--- config.mk ---
export PLATFORM = sky130hd
export DESIGN_NAME = floo_route_comp_pipe
export DESIGN_NICKNAME = d
export VERILOG_FILES = /design/src/rtl/floo_pkg.sv /design/src/rtl/floo_route_decode.sv /design/src/rtl/floo_route_comp_pipe.sv
export SDC_FILE = /design/constraint.sdc
export NUM_CORES = 2
export LEC_CHECK = 0
export CAP_MARGIN = 20
export CORE_ASPECT_RATIO = 0.8
export CORE_MARGIN = 3
export CORE_UTILIZATION = 40
export CTS_CLUSTER_SIZE = 25
export DETAILED_ROUTE_END_ITERATION = 12
export GPL_TIMING_DRIVEN = 1
export PLACE_DENSITY = 0.64
export SLEW_MARGIN = 20
export SYNTH_ARGS = -nofsm -noshare
export SYNTH_HDL_FRONTEND = slang
export SYNTH_HIERARCHICAL = 1
export SYNTH_SLANG_ARGS = --single-unit
--- constraint.sdc ---
create_clock -name clk_i -period 5.7 [get_ports clk_i]
set_input_delay 0.57 -clock clk_i [delete_from_list [all_inputs] [get_ports clk_i]]
set_output_delay 0.57 -clock clk_i [all_outputs]
set_load 0.03 [all_outputs]
--- src/rtl/floo_pkg.sv ---
// Shared types for the FlooNoC route-computation pipe.
// Latency: n/a (types and constant helpers only).
// Backpressure: n/a.
package floo_pkg;

    typedef enum logic [1:0] {
        IdTable       = 2'd0,
        XYRouting     = 2'd1,
        SourceRouting = 2'd2
    } route_algo_e;

    // Target of a config write.
    typedef enum logic {
        CfgRule  = 1'b0,
        CfgRoute = 1'b1
    } cfg_sel_e;

    typedef logic [31:0] floo_addr_t;
    typedef logic [7:0]  floo_route_t;

    // X occupies the low half so XY decode can build the ID as {y, x}.
    typedef struct packed {
        logic [3:0] y;
        logic [3:0] x;
    } floo_id_t;

    typedef struct packed {
        floo_id_t   idx;
        floo_addr_t start_addr;
        floo_addr_t end_addr;
    } floo_addr_rule_t;

    function automatic int unsigned max_u(input int unsigned a, input int unsigned b);
        return (a > b) ? a : b;
    endfunction

endpackage

--- src/rtl/floo_route_decode.sv ---
// Single-lane address rule match: first enabled rule (lowest index) whose range holds addr.
// Latency: combinational.
// Backpressure: none; pure function of addr and the shared rule registers.
//
// Ports: addr (lookup address), rules/rule_en (shared rule table), id (matched rule
// target, '0 on miss), hit (some enabled rule matched).
module floo_route_decode
    import floo_pkg::*;
#(
    parameter int unsigned NumAddrRules = 8,
    parameter type         id_t         = floo_id_t,
    parameter type         addr_t       = floo_addr_t,
    parameter type         addr_rule_t  = floo_addr_rule_t
) (
    input  addr_t                         addr,
    input  addr_rule_t [NumAddrRules-1:0] rules,
    input  logic       [NumAddrRules-1:0] rule_en,
    output id_t                           id,
    output logic                          hit
);

    // Scan from the top so the lowest matching index is written last and wins.
    always_comb begin
        id  = '0;
        hit = 1'b0;
        for (int i = int'(NumAddrRules) - 1; i >= 0; i--) begin
            if (rule_en[i] && (addr >= rules[i].start_addr) && (addr < rules[i].end_addr)) begin
                id  = rules[i].idx;
                hit = 1'b1;
            end
        end
    end

endmodule

--- src/rtl/floo_route_comp_pipe.sv ---
// Multi-channel route computation: resolves destination ID (and source route) per request.
// Latency: 1 cycle from accept to valid_o, full throughput per channel.
// Backpressure: 1-deep output register per lane; ready_o[c] = !valid_o[c] | ready_i[c].
//
// Ports: valid_i/ready_o/addr_i/id_i request side; valid_o/ready_i/id_o/route_o/dec_err_o
// result side; cfg_* writes the rule table (cfg_sel_i=0) or route table (cfg_sel_i=1);
// err_cnt_o saturating decode-error count, err_clr_i clears it.
module floo_route_comp_pipe
    import floo_pkg::*;
#(
    parameter route_algo_e RouteAlgo     = IdTable,
    parameter bit          UseIdTable    = 1'b1,
    parameter int unsigned NumChannels   = 2,
    parameter int unsigned NumAddrRules  = 8,
    parameter int unsigned NumRoutes     = 16,
    parameter int unsigned XYAddrOffsetX = 0,
    parameter int unsigned XYAddrOffsetY = 0,
    parameter int unsigned IdAddrOffset  = 0,
    parameter int unsigned ErrCntWidth   = 16,
    parameter type         id_t          = floo_id_t,
    parameter type         addr_t        = floo_addr_t,
    parameter type         route_t       = floo_route_t,
    parameter type         addr_rule_t   = floo_addr_rule_t,
    parameter id_t         DefaultId     = '0,
    localparam int unsigned CfgIdxWidth  = max_u(1, $clog2(max_u(NumAddrRules, NumRoutes)))
) (
    input  logic                              clk_i,
    input  logic                              rst_ni,
    input  logic   [NumChannels-1:0]          valid_i,
    output logic   [NumChannels-1:0]          ready_o,
    input  addr_t  [NumChannels-1:0]          addr_i,
    input  id_t    [NumChannels-1:0]          id_i,
    output logic   [NumChannels-1:0]          valid_o,
    input  logic   [NumChannels-1:0]          ready_i,
    output id_t    [NumChannels-1:0]          id_o,
    output route_t [NumChannels-1:0]          route_o,
    output logic   [NumChannels-1:0]          dec_err_o,
    input  logic                              cfg_we_i,
    input  logic                              cfg_sel_i,
    input  logic   [CfgIdxWidth-1:0]          cfg_idx_i,
    input  addr_rule_t                        cfg_rule_i,
    input  logic                              cfg_rule_en_i,
    input  route_t                            cfg_route_i,
    output logic   [ErrCntWidth-1:0]          err_cnt_o,
    input  logic                              err_clr_i
);

    localparam int unsigned IdWidth     = $bits(id_t);
    localparam int unsigned NewErrWidth = $clog2(NumChannels + 1);
    localparam int unsigned SumWidth    = ErrCntWidth + NewErrWidth;

    if ((RouteAlgo != IdTable) && (RouteAlgo != XYRouting) && (RouteAlgo != SourceRouting)) begin : gen_bad_algo
        $fatal(1, "floo_route_comp_pipe: unsupported RouteAlgo");
    end
    if (!UseIdTable && (RouteAlgo == XYRouting) && ((IdWidth % 2) != 0)) begin : gen_bad_xy
        $fatal(1, "floo_route_comp_pipe: XY decode needs an even-width id_t");
    end
    if (!UseIdTable && (IdAddrOffset + IdWidth > $bits(addr_t))) begin : gen_bad_id_off
        $fatal(1, "floo_route_comp_pipe: IdAddrOffset slice outside addr_t");
    end

    // ---------------- Runtime-programmable tables ----------------
    addr_rule_t [NumAddrRules-1:0] rule_q;
    logic       [NumAddrRules-1:0] rule_en_q;
    route_t     [NumRoutes-1:0]    route_tbl_q;

    // Out-of-range indices match no entry, so such writes drop silently.
    always_ff @(posedge clk_i or negedge rst_ni) begin
        if (!rst_ni) begin
            rule_q      <= '0;
            rule_en_q   <= '0;
            route_tbl_q <= '0;
        end else if (cfg_we_i) begin
            for (int unsigned i = 0; i < NumAddrRules; i++) begin
                if ((cfg_sel_i == CfgRule) && (32'(cfg_idx_i) == i)) begin
                    rule_q[i]    <= cfg_rule_i;
                    rule_en_q[i] <= cfg_rule_en_i;
                end
            end
            for (int unsigned r = 0; r < NumRoutes; r++) begin
                if ((cfg_sel_i == CfgRoute) && (32'(cfg_idx_i) == r)) begin
                    route_tbl_q[r] <= cfg_route_i;
                end
            end
        end
    end

    // ---------------- Per-channel decode and output register ----------------
    logic [NumChannels-1:0] accept;
    logic [NumChannels-1:0] acc_err;

    for (genvar c = 0; c < NumChannels; c++) begin : gen_lane
        id_t                dec_id;
        logic               dec_hit;
        id_t                lane_id;
        logic               lane_miss;
        logic [IdWidth-1:0] rt_idx;
        route_t             rt_val;
        logic               rt_oob;
        route_t             lane_route;
        logic               lane_err;

        logic               valid_q;
        id_t                id_q;
        route_t             route_q;
        logic               err_q;

        floo_route_decode #(
            .NumAddrRules (NumAddrRules),
            .id_t         (id_t),
            .addr_t       (addr_t),
            .addr_rule_t  (addr_rule_t)
        ) i_decode (
            .addr    (addr_i[c]),
            .rules   (rule_q),
            .rule_en (rule_en_q),
            .id      (dec_id),
            .hit     (dec_hit)
        );

        always_comb begin
            lane_id   = DefaultId;
            lane_miss = 1'b0;
            if (UseIdTable) begin
                lane_id   = dec_hit ? dec_id : DefaultId;
                lane_miss = !dec_hit;
            end else if (RouteAlgo == XYRouting) begin
                lane_id = id_t'({addr_i[c][XYAddrOffsetY +: IdWidth/2],
                                 addr_i[c][XYAddrOffsetX +: IdWidth/2]});
            end else begin
                lane_id = id_t'(addr_i[c][IdAddrOffset +: IdWidth]);
            end

            // Without the ID table the route is looked up by the requester's own ID.
            rt_idx = UseIdTable ? lane_id : id_i[c];
            rt_oob = (32'(rt_idx) >= NumRoutes);
            rt_val = '0;
            for (int unsigned r = 0; r < NumRoutes; r++) begin
                if (32'(rt_idx) == r) rt_val = route_tbl_q[r];
            end

            lane_route = '0;
            lane_err   = lane_miss;
            if (RouteAlgo == SourceRouting) begin
                lane_route = rt_val;
                lane_err   = lane_miss | rt_oob;
            end
        end

        assign ready_o[c] = !valid_q | ready_i[c];
        assign accept[c]  = valid_i[c] & ready_o[c];
        assign acc_err[c] = accept[c] & lane_err;

        always_ff @(posedge clk_i or negedge rst_ni) begin
            if (!rst_ni) begin
                valid_q <= 1'b0;
                id_q    <= '0;
                route_q <= '0;
                err_q   <= 1'b0;
            end else if (accept[c]) begin
                valid_q <= 1'b1;
                id_q    <= lane_id;
                route_q <= lane_route;
                err_q   <= lane_err;
            end else if (ready_i[c]) begin
                valid_q <= 1'b0;
            end
        end

        assign valid_o[c]   = valid_q;
        assign id_o[c]      = id_q;
        assign route_o[c]   = route_q;
        assign dec_err_o[c] = err_q;
    end

    // ---------------- Saturating error counter ----------------
    logic [NewErrWidth-1:0] new_errs;
    logic [ErrCntWidth-1:0] cnt_base;
    logic [SumWidth-1:0]    err_sum;
    logic [ErrCntWidth-1:0] err_cnt_d;
    logic [ErrCntWidth-1:0] err_cnt_q;

    always_comb begin
        new_errs = '0;
        for (int c = 0; c < int'(NumChannels); c++) begin
            new_errs = new_errs + NewErrWidth'(acc_err[c]);
        end
    end

    // Clear wins over the old count, but errors of the clearing cycle still land.
    assign cnt_base  = err_clr_i ? '0 : err_cnt_q;
    assign err_sum   = SumWidth'(cnt_base) + SumWidth'(new_errs);
    assign err_cnt_d = (err_sum > SumWidth'({ErrCntWidth{1'b1}})) ? '1 : err_sum[ErrCntWidth-1:0];

    always_ff @(posedge clk_i or negedge rst_ni) begin
        if (!rst_ni) err_cnt_q <= '0;
        else         err_cnt_q <= err_cnt_d;
    end

    assign err_cnt_o = err_cnt_q;

endmodule

## Word level (Yosys, flattened, before mapping)

Cells that the tools add are included.

- Bits in registers: 620
- Bits of input ports: 174

- Add/sub/neg operators: 2
- Magnitude comparators: 33
- Equal/unequal tests: 7
- Mux-type cells: 40
- Bitwise logic cells: 7
- Reduce and logical (&&, ||, !) cells: 55

Operator list:

| cell | number |
|---|---|
| $ge 32x32->1 | 16 |
| $lt 32x32->1 | 16 |
| $mux 8 | 18 |
| $logic_and 1x1->1 | 40 |
| $mux 16 | 2 |
| $mux 1 | 20 |
| $add 16x2->17 | 1 |
| $gt 17x16->1 const B | 1 |
| $eq 4x3->1 const B | 4 |
| $reduce_and 2->1 | 8 |
| $eq 4x2->1 const B | 2 |
| $and 1x1->1 | 4 |
| $eq 4x1->1 const B | 1 |
| $logic_not 1->1 | 4 |
| $logic_not 4->1 | 1 |
| $reduce_bool 2->1 | 2 |
| $add 1x1->2 | 1 |
| $or 1x1->1 | 2 |
| $not 1->1 | 1 |

## Longest topological paths before layout

- Depth in word-level cells: 17
- Mapped depth: 23
- Depth with buffers taken out: 19

## Modules after synthesis

Netlist, hierarchy kept.

Modules (own cells, without submodules):

| module | instances | cells an instance | area an instance (µm²) | sequential area each (µm²) |
|---|---|---|---|---|
| floo_route_decode | 2 | 1830 | 13233.9 | 0.0 |
| floo_route_comp_pipe | 1 | 1438 | 23965.5 | 15514.9 |

## Worst setup path after synthesis

Ideal clock, no wire load.

- Path type: input to register
- From: input port addr_i[0] (netlist name)
- To: register err_cnt_q[10], in the netlist err_cnt_o[10]
- Library setup time: 83 ps
- Arrival time: 4565 ps
- Data required time: 5617 ps
- Slack: 1052 ps
- Cell stages on the path: 20
- Path buffers: 2
- Path through: inv_1 ha_1 nand2b_1 a2111oi_0 nor3_1 o311ai_1 a311oi_1 o31a_1 nor2_1 nand4_1 buf_1 or2_2 fa_1 inv_1 ha_1 nand3b_1 nor3_2 nand4b_1 buf_2 o21ai_0

- Cells in the longest elaborated chain, start to end: 17
- Elaborated cells on any way between the ends: 46
- Classes of those cells: add/sub: 2; order compare: 17; mux: 9; bitwise: 1; reduce/logical: 17

Ends and longest elaborated chain:

| item | line | RTL |
|---|---|---|
| start: declaration | floo_route_comp_pipe.sv:31 | `input addr_t [NumChannels-1:0] addr_i,` |
| $ge 32x32->1 | floo_route_decode.sv:27 | `if (rule_en[i] && (addr >= rules[i].start_addr) && (addr < rules[i].end_addr)) begin` |
| $logic_and 1x1->1 (2 in series) | floo_route_decode.sv:27 |  |
| $mux 1 (7 in series) | floo_route_decode.sv:27 |  |
| $mux 1 (*) | floo_route_decode.sv:27 |  |
| named net gen_lane[0].dec_hit | floo_route_comp_pipe.sv:94 | `logic dec_hit;` |
| $logic_not 1->1 (*) | floo_route_comp_pipe.sv:126 | `lane_miss = !dec_hit;` |
| $and 1x1->1 (*) | floo_route_comp_pipe.sv:152 | `assign acc_err[c] = accept[c] & lane_err;` |
| $add 1x1->2 (*) | floo_route_comp_pipe.sv:186 | `new_errs = new_errs + NewErrWidth'(acc_err[c]);` |
| $add 16x2->17 (*) | floo_route_comp_pipe.sv:192 | `assign err_sum = SumWidth'(cnt_base) + SumWidth'(new_errs);` |
| $gt 17x16->1 | floo_route_comp_pipe.sv:193 | `assign err_cnt_d = (err_sum > SumWidth'({ErrCntWidth{1'b1}})) ? '1 : err_sum[ErrCntWidth-1:0];` |
| $mux 16 (*) | floo_route_comp_pipe.sv:193 |  |
| named net err_cnt_d[10] | floo_route_comp_pipe.sv:180 | `logic [ErrCntWidth-1:0] err_cnt_d;` |
| end signal: assignment | floo_route_comp_pipe.sv:197 | `else err_cnt_q <= err_cnt_d;` |
| end: declaration | floo_route_comp_pipe.sv:181 | `logic [ErrCntWidth-1:0] err_cnt_q;` |

The timed path passes the listed nets; every way through them passes the cells marked *.
A chain may end at the register's enable or synchronous reset.

## Final worst setup path

- From: input port addr_i[0] (netlist name)
- To: register err_cnt_q[13], in the netlist err_cnt_o[13]

The elaborated chain is that of the path after synthesis.

==> results.toml <==
[flow_run]
max_cap_viol_count = 0

[drt]
wl_per_cell_um = 23.4
antenna_left = 0
drc_errors = 0
drtPass1Iterations = 6
drt_wl_total_um = 169000
drt-vias-per-instance = 5.62
drt_iter0_markers = 3232
num_vias = 40700

[finish]
nets = 6718
multi_input_area_um2 = 30300
fillers = 11600
final_core_util = 0.473
area_growth_pct = 16.2
stdcell_area_um2 = 58600
seqCellArea_um2 = 15500
final_cell_count_no_fill = 7236
drive_above_1_share = 0.184

[setup_path]
required_ps = 6230
crit_path_max_incr_delay_ps = 490
path_max_fanout = 9
path_class = "input port to flip-flop"
worstPathArrival_ps = 5890
path_cells = "clkdlybuf4s50_1 -> inv_1 -> buf_4 -> ha_1 -> nand2b_1 -> a211oi_1 -> o21ai_1 -> a21oi_1 -> buf_4 -> o21ai_0 -> a31oi_1 -> nor4bb_4 -> nor3_1 -> nand4_1 -> buf_12 -> or2_2 -> fa_1 -> or3b_1 -> nor4_2 -> xnor2_1 -> o21ai_1"
cp-end-kind = "flip-flop"
cp_slowest_cell = "or3b_1"
critPathLaunchType = "input port"

[timing]
relSlewSlack = 0.303
max_slew.worst_pin.slew_ps = 1020
whs_ps = 455
hold_violations = 0
layout_setup_ws_ps = 342
rsz0062_at_grt = "false"
slew_viol_final = 0
skew_ps = 26.1
fin_crit_ps = 5360
finalSetupViolations = 0
fin_crit_sh = 0.940
tns_ps = 0
max_freq_ghz = 0.187

[power]
switchingPower_mw = 6.67
power_leakage_nw = 28.4
switching_share = 0.373
p_comb_frac = 0.389
p_per_area_nw_per_um2 = 305
pwr-share-clk = 0.276
p_int_mw = 11.2
p_seq_frac = 0.335
total_power_mw = 17.9
ir_drop_mv = 0.226

[die]
die_h_um = 324
core_um2 = 124000
row_count = 115
die_width_um = 403
initial_core_util = 0.407
die-area_um2 = 130000
io_pins = 228

[logic_synthesis]
synth_most_common_cell = "inv_1"
synth_edf_count = 0
ys_seq_area_frac = 0.308
synth_common_cells = "1034 x inv_1, 1009 x ha_1, 620 x dfrtp_1"
synth_top_area_share = 0.308
ys_warn_count = 6
syn_area_per_cell_um2 = 9.89
synth_top_flop_cell = "dfrtp_1"
ys_ff_latch = 620
synth_compound_area_frac = 0.126
synth_top_family_by_area = "adder cells"
synthMuxAreaShare = 0.136
synth_fa_ha_area_frac = 0.251
syn-cell-area_um2 = 50400
synth-simple-area-share = 0.0837
yosys-top-cells-area = "dfrtp_1 31%, ha_1 25%, mux2_2 11%"
ys_types = 95
netlist_instances = 5098
synthArstFlopShare = 1.00
synth.largest_area_cell = "dfrtp_1"
synthXorXnorAreaFrac = 0.00191

[global_routing]
grt_util_met1 = 0.359
grtUsageMet3 = 0.0601
grt_antenna_before_repair = 8
grt_pass1_vias = 39800
grt-busiest-layer = "met2"
track_usage = 0.256
grt_max_degree = 126
use_met2 = 0.389
overflow = 0
grt_pass1_wl_um = 253000

[clock_network]
clk_latency_ps = 690
clock_sinks = 620
cts_buffers = 75
cts_tree = "built"
root_buffer = "clkbuf_16"
postCtsSetupRepairBufs = 0
ctsHtreeMaxLevel = 3
cts.clk_slew.worst_paths_ps = 60
clock_path_buffers = 3

[place]
place_area_um2 = 56100
dp_worst_setup_slack_ps = -298
hpwl_um = 127000
port_buffers = 187
dp_cells = 7094
gp_congestion = 1.00

[status]
status = "finished clean"

[hold_path]
hp-class = "input port to async pin"
## placed cells by master (no fill, tap or decap), types with 12 or more instances in the layout
cell                n
a2111oi_0          29
a211o_1            26
a211oi_1           64
a21o_1            104
a21oi_1           264
a221o_1            22
a221oi_1           30
a221oi_2           14
a31oi_1            16
and4_1             25
buf_12             46
buf_4             208
clkbuf_1           17
clkbuf_16          75
clkbuf_8           14
clkdlybuf4s50_1   186
clkinv_2           15
conb_1             16
dfrtp_1           620
ha_1             1009
inv_1            1034
mux2_2            514
mux2_4             70
nand2_1           209
nand2b_1           41
nand3_1            74
nand4_1           137
nor2_1            130
nor2b_1            24
nor3_1             58
nor4_1             34
o2111ai_1          14
o211ai_1           26
o21a_1             24
o21ai_0           133
o21ai_1            49
o221ai_1           12
o22ai_1            17
## power groups by stage
stage / clock network, mW / registers, mW / logic [mW]
detailed placement: 0 / 6.04 / 6.83
CTS: 5.04 / 5.97 / 6.88
floorplan: 0 / 5.91 / 4.32
global route: 5.20 / 6.11 / 7.79
finish: 4.94 / 6.00 / 6.96
global placement: 0 / 6.02 / 6.56
## cell families after synthesis
kind of cell               after synthesis
other                                    1
muxes                                  584
buffers and inverters                 1134
xor gates and xnor gates                11
AOI/OAI and AO/OA                      930
adders and majority gates             1010
and+or+nand+nor                        808
DFF                                    620
## repair_timing
action	CTS	global route
hold buffers	1	0
hold endpoints to repair	61	0
setup endpoints to repair	0	4
resized for setup	0	1
## routing by layer
layer  routed length, um  up-vias
li1                    -    19000
met3               14200      295
met1               77100    20100
met2               71900     1352
met4                6170        2
met5                  11        -
## path summary, 6_finish.rpt
| kind | from | endpoint | slack (ps) | depth (start not counted) |
|---|---|---|---|---|
| worst min register to register | id_o[7]$_DFFE_PN0N_ | id_o[7]$_DFFE_PN0N_ | 480 | 2 |
| max in group asynchronous | rst_ni | rule_q[176]$_DFFE_PN0P_ | 3970 | 3 |
| worst min-delay path | rst_ni | err_cnt_o[5]$_DFF_PN0_ | 460 | 2 |
| worst max register to register | rule_q[554]$_DFFE_PN0P_ | err_cnt_o[13]$_DFF_PN0_ | 460 | 17 |
| min in group clk_i | id_o[7]$_DFFE_PN0N_ | id_o[7]$_DFFE_PN0N_ | 480 | 2 |
| worst max-delay path | addr_i[0] | err_cnt_o[13]$_DFF_PN0_ | 340 | 21 |
## registers in the layout, summed over array words and instances (netlist names)
signal,flops
gen_lane.valid_q,2
rule_en_q,8
id_o,16
rule_q,576
err_cnt_o,16
gen_lane.err_q,2
## layout make-up
type / count / area share
antenna: 4 / 0.000171
clock buffer: 106 / 0.0364
clock inverter: 31 / 0.00598
inverter: 1036 / 0.0664
multi-input combinational: 3359 / 0.517
sequential: 620 / 0.265
tap: 1638 / 0.0350
timing repair buffer: 442 / 0.0745
## worst max-delay path: cells and delay by family
family / cells / cell delay [ps]
buf+inv: 5 / 1270
compound gates: 6 / 1320
xor+xnor: 1 / 150
simple gates: 7 / 1830
fa+ha+maj: 2 / 730
(Power assumes the default switching activity.)
